==> config.mk <==
export PLATFORM = sky130hd
export DESIGN_NAME = song_autoplay
export DESIGN_NICKNAME = d
export VERILOG_FILES = /design/src/rtl/song_autoplay.sv
export SDC_FILE = /design/constraint.sdc
export NUM_CORES = 1
export LEC_CHECK = 0
export CELL_PAD_IN_SITES_DETAIL_PLACEMENT = 0
export CELL_PAD_IN_SITES_GLOBAL_PLACEMENT = 2
export CORE_UTILIZATION = 30
export CTS_CLUSTER_SIZE = 24
export DETAILED_ROUTE_END_ITERATION = 8
export GPL_TIMING_DRIVEN = 0
export PLACE_DENSITY = 0.89
export SLEW_MARGIN = 25
export SYNTH_ARGS = -nofsm -noshare
export SYNTH_HDL_FRONTEND = slang
export SYNTH_SLANG_ARGS = --single-unit
export TNS_END_PERCENT = 30
==> constraint.sdc <==
create_clock -name clk_in -period 1.95 [get_ports clk_in]
set_input_delay 0.195 -clock clk_in [delete_from_list [all_inputs] [get_ports clk_in]]
set_output_delay 0.195 -clock clk_in [all_outputs]
set_load 0.01 [all_outputs]
==> src/rtl/song_autoplay.sv <==
// Plays one of four stored 9-note songs on a one-hot key bus, holding each key for
// NOTE_ON_TICKS trigger ticks followed by GAP_TICKS ticks of silence.
module song_autoplay #(
    parameter logic [107:0] SONG_TABLE    = '0,
    parameter int           NOTE_ON_TICKS = 4,
    parameter int           GAP_TICKS     = 1,
    parameter bit           LOOP          = 1'b0
) (
    input  logic       clk_in,
    input  logic       rst_in,
    input  logic       trigger,
    input  logic       start,
    input  logic       stop,
    input  logic [1:0] song_select,
    output logic [7:0] keys_out,
    output logic [3:0] counter,
    output logic [1:0] song_address,
    output logic       busy,
    output logic       done
);

    typedef enum logic [1:0] {
        IDLE    = 2'd0,
        NOTE_ON = 2'd1,
        GAP     = 2'd2
    } state_t;

    localparam logic [7:0] ON_LAST   = 8'(NOTE_ON_TICKS - 1);
    localparam logic [7:0] GAP_LAST  = 8'(GAP_TICKS - 1);
    localparam logic [3:0] LAST_NOTE = 4'd8;

    state_t     state_q, state_d;
    logic [7:0] tick_q, tick_d;
    logic [7:0] keys_d;
    logic [3:0] counter_d;
    logic [1:0] song_d;
    logic       done_d;

    // One-hot key for a given note of a given song, taken from the packed table.
    function automatic logic [7:0] key_onehot(input logic [1:0] song, input logic [3:0] note);
        int         base;
        logic [2:0] idx;
        base = (int'(song) * 9 + int'(note)) * 3;
        idx  = SONG_TABLE[base +: 3];
        return 8'(1) << idx;
    endfunction

    // start and stop are level inputs sampled on every edge; stop always wins,
    // and start is only honoured from IDLE, so there is no handshake to complete.
    always_comb begin
        state_d   = state_q;
        tick_d    = tick_q;
        keys_d    = keys_out;
        counter_d = counter;
        song_d    = song_address;
        done_d    = 1'b0;

        if (stop) begin
            state_d = IDLE;
            keys_d  = '0;
            tick_d  = '0;
        end else begin
            case (state_q)
                IDLE: begin
                    if (start) begin
                        song_d    = song_select;
                        counter_d = '0;
                        tick_d    = '0;
                        keys_d    = key_onehot(song_select, 4'd0);
                        state_d   = NOTE_ON;
                    end
                end
                NOTE_ON: begin
                    if (trigger) begin
                        if (tick_q == ON_LAST) begin
                            keys_d  = '0;
                            tick_d  = '0;
                            state_d = GAP;
                        end else begin
                            tick_d = tick_q + 8'd1;
                        end
                    end
                end
                GAP: begin
                    if (trigger) begin
                        if (tick_q == GAP_LAST) begin
                            tick_d = '0;
                            if (counter < LAST_NOTE) begin
                                counter_d = counter + 4'd1;
                                keys_d    = key_onehot(song_address, counter + 4'd1);
                                state_d   = NOTE_ON;
                            end else if (LOOP) begin
                                counter_d = '0;
                                song_d    = song_address + 2'd1;
                                keys_d    = key_onehot(song_address + 2'd1, 4'd0);
                                state_d   = NOTE_ON;
                            end else begin
                                state_d = IDLE;
                                done_d  = 1'b1;
                            end
                        end else begin
                            tick_d = tick_q + 8'd1;
                        end
                    end
                end
                default: begin
                    state_d = IDLE;
                    keys_d  = '0;
                    tick_d  = '0;
                end
            endcase
        end
    end

    always_ff @(posedge clk_in) begin
        if (rst_in) begin
            state_q      <= IDLE;
            tick_q       <= '0;
            keys_out     <= '0;
            counter      <= '0;
            song_address <= '0;
            busy         <= 1'b0;
            done         <= 1'b0;
        end else begin
            state_q      <= state_d;
            tick_q       <= tick_d;
            keys_out     <= keys_d;
            counter      <= counter_d;
            song_address <= song_d;
            busy         <= (state_d != IDLE);
            done         <= done_d;
        end
    end

endmodule

### Yosys cells after proc, flatten, opt, wreduce, memory -nomap -nowiden

Index checks and enable logic that the tools add are counted.

* input bits: 7
* output and inout port bits: 16
* bits in registers: 26
* logic and storage cells: 69

* order comparisons: 1
* bitwise operators: 4
* reductions and logical operators: 10
* muxes and demuxes: 27
* add/sub/neg operators: 3
* equality and inequality tests: 9
* $mul: 4
* shift-type cells: 4

Operators with widths (count)
* variable part select 108 x 10 -> 3 bit, first input constant: 1
* variable part select 108 x 9 -> 3 bit, first input constant: 1
* 2-to-1 mux 8 bit: 11
* one-hot mux 8 bit (3 select lines): 2
* 2-to-1 mux 4 bit: 4
* << shifter 1 x 3 -> 8 bit, first input constant: 2
* multiplier 2 x 4 -> 6 bit, second input constant: 2
* 2-to-1 mux 2 bit: 6
* != test 2 bit, second input constant: 6
* AND reduction 6 bit: 2
* multiplier 7 x 2 -> 9 bit, second input constant: 1
* adder 8 x 1 -> 8 bit, second input constant: 1
* == test 8 x 2 -> 1 bit, second input constant: 1
* logical NOT 8 bit: 1
* multiplier 6 x 2 -> 8 bit, second input constant: 1
* one-hot mux 4 bit (2 select lines): 1
* adder 6 x 4 -> 7 bit: 1
* one-hot mux 2 bit (3 select lines): 1
* AND reduction 3 bit: 2
* OR reduction 5 bit: 1
* adder 4 x 1 -> 4 bit, second input constant: 1
* less-than comparator 4 bit, second input constant: 1
* NOT 1 bit: 4
* nonzero test 2 bit: 2
* other kinds (5): 6

### Depth between registers and ports, before layout

Gate-level depths: netlist of run 1.

* depth in word-level cells: 9
* gate-level depth with buffers: 7
* mapped depth without buffers: 6

### Worst setup path before layout of run 1

Ideal clock, no wire load.

* path kind: flip-flop to flip-flop
* start: register state_q[0]
* end: register counter[2]
* arrival time: 1.704 ns
* library setup time: 0.060 ns
* stages on the path, launching flop included: 8
* clock period less this slack: 1.764 ns
* buffers on the path: 1
* data required time: 1.890 ns
* slack: 0.186 ns
* cell sequence: dfxtp_1 inv_1 ha_1 nand2b_1 clkbuf_1 a31oi_1 or4b_1 nand2_1

* cells in the longest elaborated chain, start to end: 3
* elaborated cells between the ends (all ways): 9
* those cells by class: eq/ne: 5; mux: 1; reduce/logical: 3

Ends and longest elaborated chain
* start, declared: line 32 `state_t state_q, state_d;`
* start signal, assigned: line 125 `state_q <= state_d;`
* == test 2 bit or logical NOT 2 bit (tied branches): line 63 `case (state_q)`
* != test 2 bit (no line) or nonzero test 2 bit (tied branches)
* AND reduction 6 bit (no line)
* end signal, assigned: line 128 `counter <= counter_d;`
* end, declared: line 16 `output logic [3:0] counter,`

Parallel ways exist; a longest one is shown, timed or not.
A chain may end at the register's enable or synchronous reset.

### Final worst setup path of run 1

* start: input port rst_in
* end: register tick_q[6]

* cells in the longest elaborated chain, start to end: 1

Ends and longest elaborated chain
* start, declared: line 10 `input logic rst_in,`
* OR reduction 2 bit (no line)
* end signal, assigned: line 126 `tick_q <= tick_d;`
* end, declared: line 33 `logic [7:0] tick_q, tick_d;`

Every way passes these cells.

==> results.md, run 1 <==
- Wire length per cell after detailed routing: roughly 12 um
- Count of vias placed by the detailed router: approximately 1200
- Dominant register cell in the synthesized netlist: sky130_fd_sc_hd__dfxtp_1
- Number of fill cells in the layout: 388
- Synth top cells by count: sky130_fd_sc_hd__dfxtp_1, sky130_fd_sc_hd__nand2_1, sky130_fd_sc_hd__o211ai_1
- Die outline width: roughly 66 um
- Time the final worst path needs with I/O delays and setup: between 1.5 and 2 ns
- Clock H-tree levels: 1
- Initial antenna violation count: 0
- PnR worst setup slack: around 0.12 ns
- CTS tree: built
- Maximum count of clock buffers along a single path: 2
- Slew headroom: just over 60%
- Area of the multi-input gates: 828.3 sq um
- Max Cap Violations: 0
- Fraction of registers with async set/reset: 0%
- Leakage component of the power: between 0.5 and 0.6 nW
- Number of iterations in the first detailed-routing pass: 4
- Pin count of the biggest net entering global routing: 12
- Synth Register Bits: 19
- Share of the clock period used by the worst path: 94.05%
- Count of antenna-violating nets left after detailed routing: 0
- Hold slack: 0.4915 ns
- Number of synthesis warnings: 0
- Min-delay worst type: reg2reg
- Nets: about 200
- Clk slew on worst S/H paths: 0.07 ns
- Post-synthesis sequential area ratio: between 30% and 40%
- Global Route Usage Sum: about 15%
- Starting density of the core: roughly 33%
- Worst slack at placement: -0.3214 ns
- Number of enable flip-flop cells after synthesis: 0
- Final Cell Area: approximately 0.0016 sq mm
- Number of endpoints with negative hold slack in the final report: 0
- CTS hold repair buffers: 0
- Violation count after the first detailed-routing iteration: 44
- Main area contributors after synthesis: sky130_fd_sc_hd__dfxtp_1, sky130_fd_sc_hd__o211ai_1, sky130_fd_sc_hd__ha_1, sky130_fd_sc_hd__nand2_1, sky130_fd_sc_hd__buf_4
- Kind of critical path: in2reg
- Max-slew violations: 0
- Syn-to-layout area delta: 31.41%
- Post-detailed-placement half-perimeter wirelength: roughly 2100 um
- Crit-path slowest cell: sky130_fd_sc_hd__clkdlybuf4s50_1
- Overflow after GRT: 0
- Post-detailed-route DRC marker count: 0
- Post-detailed-placement cell area: ~0.0015 sq mm
- Avg Synthesized Cell Area: ~8.3 sq um
- Number of port buffers: 15
- Row Count: 22
- Worst-Skew Late Latency: around 0.26 ns
- CP dominant cell by count: sky130_fd_sc_hd__o211ai_1
- CP top delay family: buffers and inverters
- Library cell used as clock root buffer: sky130_fd_sc_hd__clkbuf_8
- Post-detailed-route via-to-cell ratio: ~5.1
- Die Footprint: 0.004377 sq mm
- Share of the synthesized area in the top cell type: slightly above 30%
- Pin slew with the least headroom to its limit: about 0.58 ns
- Run status: finished clean
- DIE HEIGHT: roughly 66 um
- Antenna Cells: 0
- Wire length of the first global-routing pass: around 4900 um
- Biggest fanout along the worst timing path: 7
- Vias in the first global route: about 1100
- P per Cell Area: ~500 mW/mm^2
- Cts bufs inserted: 3
- Total power of the final layout: roughly 0.8 mW
- Data required time at the worst endpoint: between 2 and 2.5 ns
- Worst VDD drop: 0.0002431 V
- Flip-flop and latch area: 381.6 sq um
- Largest stage delay on the critical path: about 0.5 ns
- Number of setup violations in the final report: 0
- Netlist area before placement: ~0.0012 sq mm
- Top Ports: 23
- Fraction of final layout cells sized beyond drive strength 1: between 15 and 20%
- CP endpoint kind: flop
- Critical Path, Cell by Cell: clkdlybuf4s50_1, or2_0, clkbuf_2, a2111oi_4, buf_4, o211ai_1, o211ai_1
- Top-count cell post-synth: sky130_fd_sc_hd__dfxtp_1
- Highest clock rate: approximately 0.55 GHz
- Sinks on Clock Net: 19
- Synth unique cells: 42
- Post-synthesis cell type with the largest combined area: sky130_fd_sc_hd__dfxtp_1
- Number of instances in the synthesized netlist: between 100 and 150
- Area of the placeable core: 0.003799 sq mm
- Setup clock skew after layout: between 0.007 and 0.008 ns
- Routability-driven placement congestion ratio: about 0.8
- Endpoint arrival time on the critical path: roughly 2.0 ns
- Critical Path Start Type: input port
- Aggregate routed wire length: between 2000 and 3000 um
- Worst Path Buf+Inv: 3
logic make-up (layout without fill, tap and decap cells):
group	count (synthesis)	in the layout	synth area share (%)
adder cells (fa/ha/maj)	7	7	7.092
multiplexers	3	3	2.432
AND/OR/NAND/NOR	59	59	25.84
flip-flops	19	19	30.80
buffers and inverters	19	45	7.902
other	1	7	0.3037
AO/OA/AOI/OAI	41	41	25.63
path summary, 6_finish.rpt:
path	startpoint	end	slack, ns	cells after the start
worst min register to register	tick_q[0]	tick_q[0]	0.49	2
worst max register to register	tick_q[0]	tick_q[2]	0.15	6
worst min-delay path	tick_q[0]	tick_q[0]	0.49	2
worst max-delay path	rst_in	tick_q[6]	0.12	7
flip-flops by register name, summed over array words and instances (netlist names):
register,cells
state_q,2
busy,1
done,1
counter,4
song_address,2
tick_q,8
keys_out,1
where the power goes:
| part | switching (mW) | internal, mW | total, mW |
|---|---|---|---|
| Combinational | 0.0601 | 0.0561 | 0.116 |
| Sequential | 0.00566 | 0.395 | 0.401 |
| Clock | 0.141 | 0.142 | 0.283 |
| Total | 0.206 | 0.594 | 0.800 |
repair_timing:
item | 4_1_cts | 5_1_grt
endpoints found under the setup margin | 8 | 9
pin swaps | 1 | 3
buffers inserted | 0 | 7
endpoints found under the hold margin | 0 | 0
gates resized for setup | 5 | 10
area by class of cell:
class,instances,area share (%)
Buffer,10,4.318
Clock buffer,3,2.544
Clock inverter,1,0.3084
Inverter,9,2.082
Multi-Input combinational cell,117,51.04
Sequential cell,19,23.52
Tap cell,48,3.701
Timing Repair Buffer,22,12.49
worst register-to-register path, delay by kind of cell, from the launching register on:
| kind | cells | cell delay [ns] |
|---|---|---|
| simple gates | 1 | 0.22 |
| flops | 1 | 0.37 |
| fa+ha+maj | 1 | 0.25 |
| buf+inv | 1 | 0.08 |
| compound gates | 3 | 0.79 |
layout by cell type, fill, tap and decap left out, types with 2 or more instances in the layout:
cell,Yosys,routed
sky130_fd_sc_hd__dfxtp_1,19,18
sky130_fd_sc_hd__nand2_1,17,17
sky130_fd_sc_hd__mux2i_1,3,3
sky130_fd_sc_hd__buf_4,7,14
sky130_fd_sc_hd__o21a_1,3,3
sky130_fd_sc_hd__clkdlybuf4s50_1,0,15
sky130_fd_sc_hd__nor2_1,10,10
sky130_fd_sc_hd__nand2b_1,5,5
sky130_fd_sc_hd__o21ai_0,5,5
sky130_fd_sc_hd__and2_1,2,2
sky130_fd_sc_hd__inv_1,9,9
sky130_fd_sc_hd__o211ai_1,12,12
sky130_fd_sc_hd__ha_1,7,6
sky130_fd_sc_hd__a211oi_1,2,2
sky130_fd_sc_hd__conb_1,1,7
sky130_fd_sc_hd__nand4_1,2,2
sky130_fd_sc_hd__nand3_1,5,4
sky130_fd_sc_hd__or2_2,3,3
sky130_fd_sc_hd__clkbuf_8,0,3
sky130_fd_sc_hd__a21oi_1,6,6
sky130_fd_sc_hd__nor3_1,2,2
sky130_fd_sc_hd__or3_1,4,4
metrics by stage:
stage	TNS, ns	std cells	util [%]
CTS	-0.04101	222	40.32
global route	-0.008803	229	42.72
floorplan	0	155	-
finish	0	229	42.72
global placement	-1.628	218	38.64
detailed placement	-1.766	218	38.64
routing by layer:
metal | routed length [um] | global-route usage, %
met1 | 1374 | 19.46
met2 | 1266 | 22.96
met3 | 72 | 1.552
met4 | 65 | 7.713
met5 | 0 | 0
Power figures use the tool's default switching activity.
==> inputs of run 2 (changes only) <==
--- a/config.mk
+++ b/config.mk
@@ -5,13 +5,14 @@
 export SDC_FILE = /design/constraint.sdc
 export NUM_CORES = 1
 export LEC_CHECK = 0
+export CAP_MARGIN = 20
 export CELL_PAD_IN_SITES_DETAIL_PLACEMENT = 0
 export CELL_PAD_IN_SITES_GLOBAL_PLACEMENT = 2
-export CORE_UTILIZATION = 30
+export CORE_UTILIZATION = 32
 export CTS_CLUSTER_SIZE = 24
 export DETAILED_ROUTE_END_ITERATION = 8
 export GPL_TIMING_DRIVEN = 0
-export PLACE_DENSITY = 0.89
+export PLACE_DENSITY = 0.94
 export SLEW_MARGIN = 25
 export SYNTH_ARGS = -nofsm -noshare
 export SYNTH_HDL_FRONTEND = slang
==> constraint.sdc (replaced) <==
create_clock -name clk_in -period 2.4 [get_ports clk_in]
set_input_delay 0.24 -clock clk_in [delete_from_list [all_inputs] [get_ports clk_in]]
set_output_delay 0.24 -clock clk_in [all_outputs]
set_load 0.01 [all_outputs]
==> results.md, run 2 (synthesis results as in run 1) <==
- Run status: finished clean
- Number of iterations in the first detailed-routing pass: 4 (unchanged)
- Post-detailed-placement half-perimeter wirelength: 2224 um (+7.3%)
- TNS Setup: 0 ns (unchanged)
- Setup clock skew after layout: 0.002938 ns (-0.004448 ns)
- Vias in the first global route: 1122 (+2.3%)
- Largest register FFs: 8 (unchanged)
- Routability-driven placement congestion ratio: 0.7636 (-3.9%)
- Starting density of the core: 33.48% (+0.97 points)
- Nets: 189 (-3.6%)
- Post-detailed-route via-to-cell ratio: 5.203 (+2.9%)
- Pin slew with the least headroom to its limit: 0.6295 ns (+0.04613 ns)
- Critical Path Start Type: flop
- Worst VDD drop: 0.0001442 V (-41%)
- Sinks on Clock Net: 19 (unchanged)
- Biggest fanout along the worst timing path: 9 (+2)
- Setup repair after global routing missed its margin: no
- Highest clock rate: 0.4579 GHz
- Cts bufs inserted: 3 (unchanged)
- Endpoint arrival time on the critical path: 2.35 ns (+0.33 ns)
- Worst-Skew Late Latency: 0.26 ns (about the same)
- Flip-flop and latch area: 380.4 sq um (-0.33%)
- Maximum count of clock buffers along a single path: 2 (unchanged)
- Max-slew violations: 0 (unchanged)
- Count of vias placed by the detailed router: 1155 (-0.26%)
- Reg2Reg Setup Slack: 0.22 ns (+0.07 ns)
- Initial antenna violation count: 0 (unchanged)
- Overflow after GRT: 0 (unchanged)
- Data required time at the worst endpoint: 2.56 ns (+0.42 ns)
- Number of setup violations in the final report: 0 (unchanged)
- Biggest registers after layout: tick_q: 8 flops, counter: 4 flops
- Slew headroom: 57.88% (-3.1 points)
- Post-detailed-placement cell area: 0.001468 sq mm (unchanged)
- Post-detailed-route DRC marker count: 0 (unchanged)
- Library cell used as clock root buffer: sky130_fd_sc_hd__clkbuf_8
- Setup Buffers After CTS: 0 (unchanged)
- Die outline width: 64.12 um (-3.1%)
- Area of the placeable core: 0.003689 sq mm (-2.9%)
- Clk slew on worst S/H paths: 0.07 ns (about the same)
- Syn-to-layout area delta: 22.49%
- Count of antenna-violating nets left after detailed routing: 0 (unchanged)
- Largest stage delay on the critical path: 0.53 ns (+0.02 ns)
- Leakage component of the power: 0.5425 nW (-8.8%)
- Area of the multi-input gates: 779.5 sq um (-5.9%)
- Antenna Cells: 0 (unchanged)
- Wire length of the first global-routing pass: 4905 um (-0.28%)
- Row Count: 22 (unchanged)
- Wire length per cell after detailed routing: 13.08 um (+7.8%)
- Global Route Usage Sum: 15.43% (+0.83 points)
- Fraction of final layout cells sized beyond drive strength 1: 10.92% (-9.0 points)
- Aggregate routed wire length: 2904 um (+4.5%)
- Leading cell type in the layout, fill and taps excluded: sky130_fd_sc_hd__dfxtp_1
- CTS hold repair buffers: 0 (unchanged)
- Post-Layout Cell Count: 222 (-3.1%)
- CP endpoint kind: flop
- Max Cap Violations: 0 (unchanged)
- DIE HEIGHT: 64.12 um (-3.1%)
- Top library cells by usage in the layout, fill and taps aside: sky130_fd_sc_hd__dfxtp_1, sky130_fd_sc_hd__nand2_1, sky130_fd_sc_hd__clkdlybuf4s50_1
- Die Footprint: 0.004111 sq mm (-6.1%)
- Worst Path Buf+Inv: 2 (-1)
- Pin count of the biggest net entering global routing: 11 (-1)
- CTS tree: built
- Clock H-tree levels: 1 (unchanged)
- Violation count after the first detailed-routing iteration: 40 (-9.1%)
- Post-cts sizing count: 0 (-5)
- Kind of critical path: reg2reg
- Critical Path, Cell by Cell: inv_1, ha_1, clkbuf_1, nor2_1, a2111oi_4, o21ai_2, o311ai_1
- P per Cell Area: 425.4 mW/mm^2 (-14%)
- Register with the most flip-flops: tick_q
- Number of endpoints with negative hold slack in the final report: 0 (unchanged)
- CP top delay family: compound AO/OA/AOI/OAI gates
- Number of fill cells in the layout: 395 (+1.8%)
- Time the final worst path needs with I/O delays and setup: ~2.2 ns
- Number of port buffers: 15 (unchanged)
- Total instance count after detailed placement: 218 (unchanged)
- Share of the clock period used by the worst path: roughly 91%
- Final Cell Area: 0.001513 sq mm (-6.8%)
- Min-delay worst type: reg2reg
- Crit-path slowest cell: sky130_fd_sc_hd__a2111oi_4
- Top Ports: 23 (unchanged)
run 2: metal layers:
layer / vias up / global-route usage (%) / wire length, um
li1: 578 / - / -
met1: 556 / 16.95 / 1300
met2: 17 / 28.99 / 1510
met3: 4 / 2.143 / 48
met4: 0 / 6.944 / 44
met5: - / 0 / 0
run 2: final cells by class:
| type | instances | share of cell area, % |
|---|---|---|
| inverter | 9 | 2.233 |
| multi-input combinational | 117 | 51.53 |
| clock buffer | 4 | 2.978 |
| timing repair buffer | 15 | 9.926 |
| buffer | 10 | 4.218 |
| sequential | 19 | 25.14 |
| tap | 48 | 3.970 |
run 2: path summary, 6_finish.rpt:
kind | from | to | cells past startpoint
max | state_q[0] | tick_q[2] | 7
min | counter[1] | counter[1] | 2
max reg2reg | state_q[0] | tick_q[2] | 7
min reg2reg | counter[1] | counter[1] | 2
run 2: worst reg2reg max path, cell delays in order (launching register included):
cell,delay (ns)
sky130_fd_sc_hd__dfxtp_1,0.37
sky130_fd_sc_hd__inv_1,0.11
sky130_fd_sc_hd__ha_1,0.15
sky130_fd_sc_hd__clkbuf_1,0.30
sky130_fd_sc_hd__nor2_1,0.17
sky130_fd_sc_hd__a2111oi_4,0.53
sky130_fd_sc_hd__o21ai_2,0.19
sky130_fd_sc_hd__o311ai_1,0.27
run 2: per-stage QoR:
stage	power [mW]	util (%)	hold WS (ns)	setup WS, ns
finish	0.6435	41.01	0.4968	0.2161
global route	0.6818	41.01	0.5378	0.02844
CTS	0.6492	41.01	0.4985	0.2068
detailed placement	0.4211	39.79	0.4877	0.06099
global placement	0.4184	39.79	0.4785	0.09957
floorplan	0.3885	-	0.3124	0.6363
run 2: power by group:
part	internal [mW]	switching (mW)	total [mW]
clock network	0.118	0.111	0.229
registers	0.321	0.00483	0.326
logic	0.0427	0.0462	0.0889
total	0.482	0.162	0.643
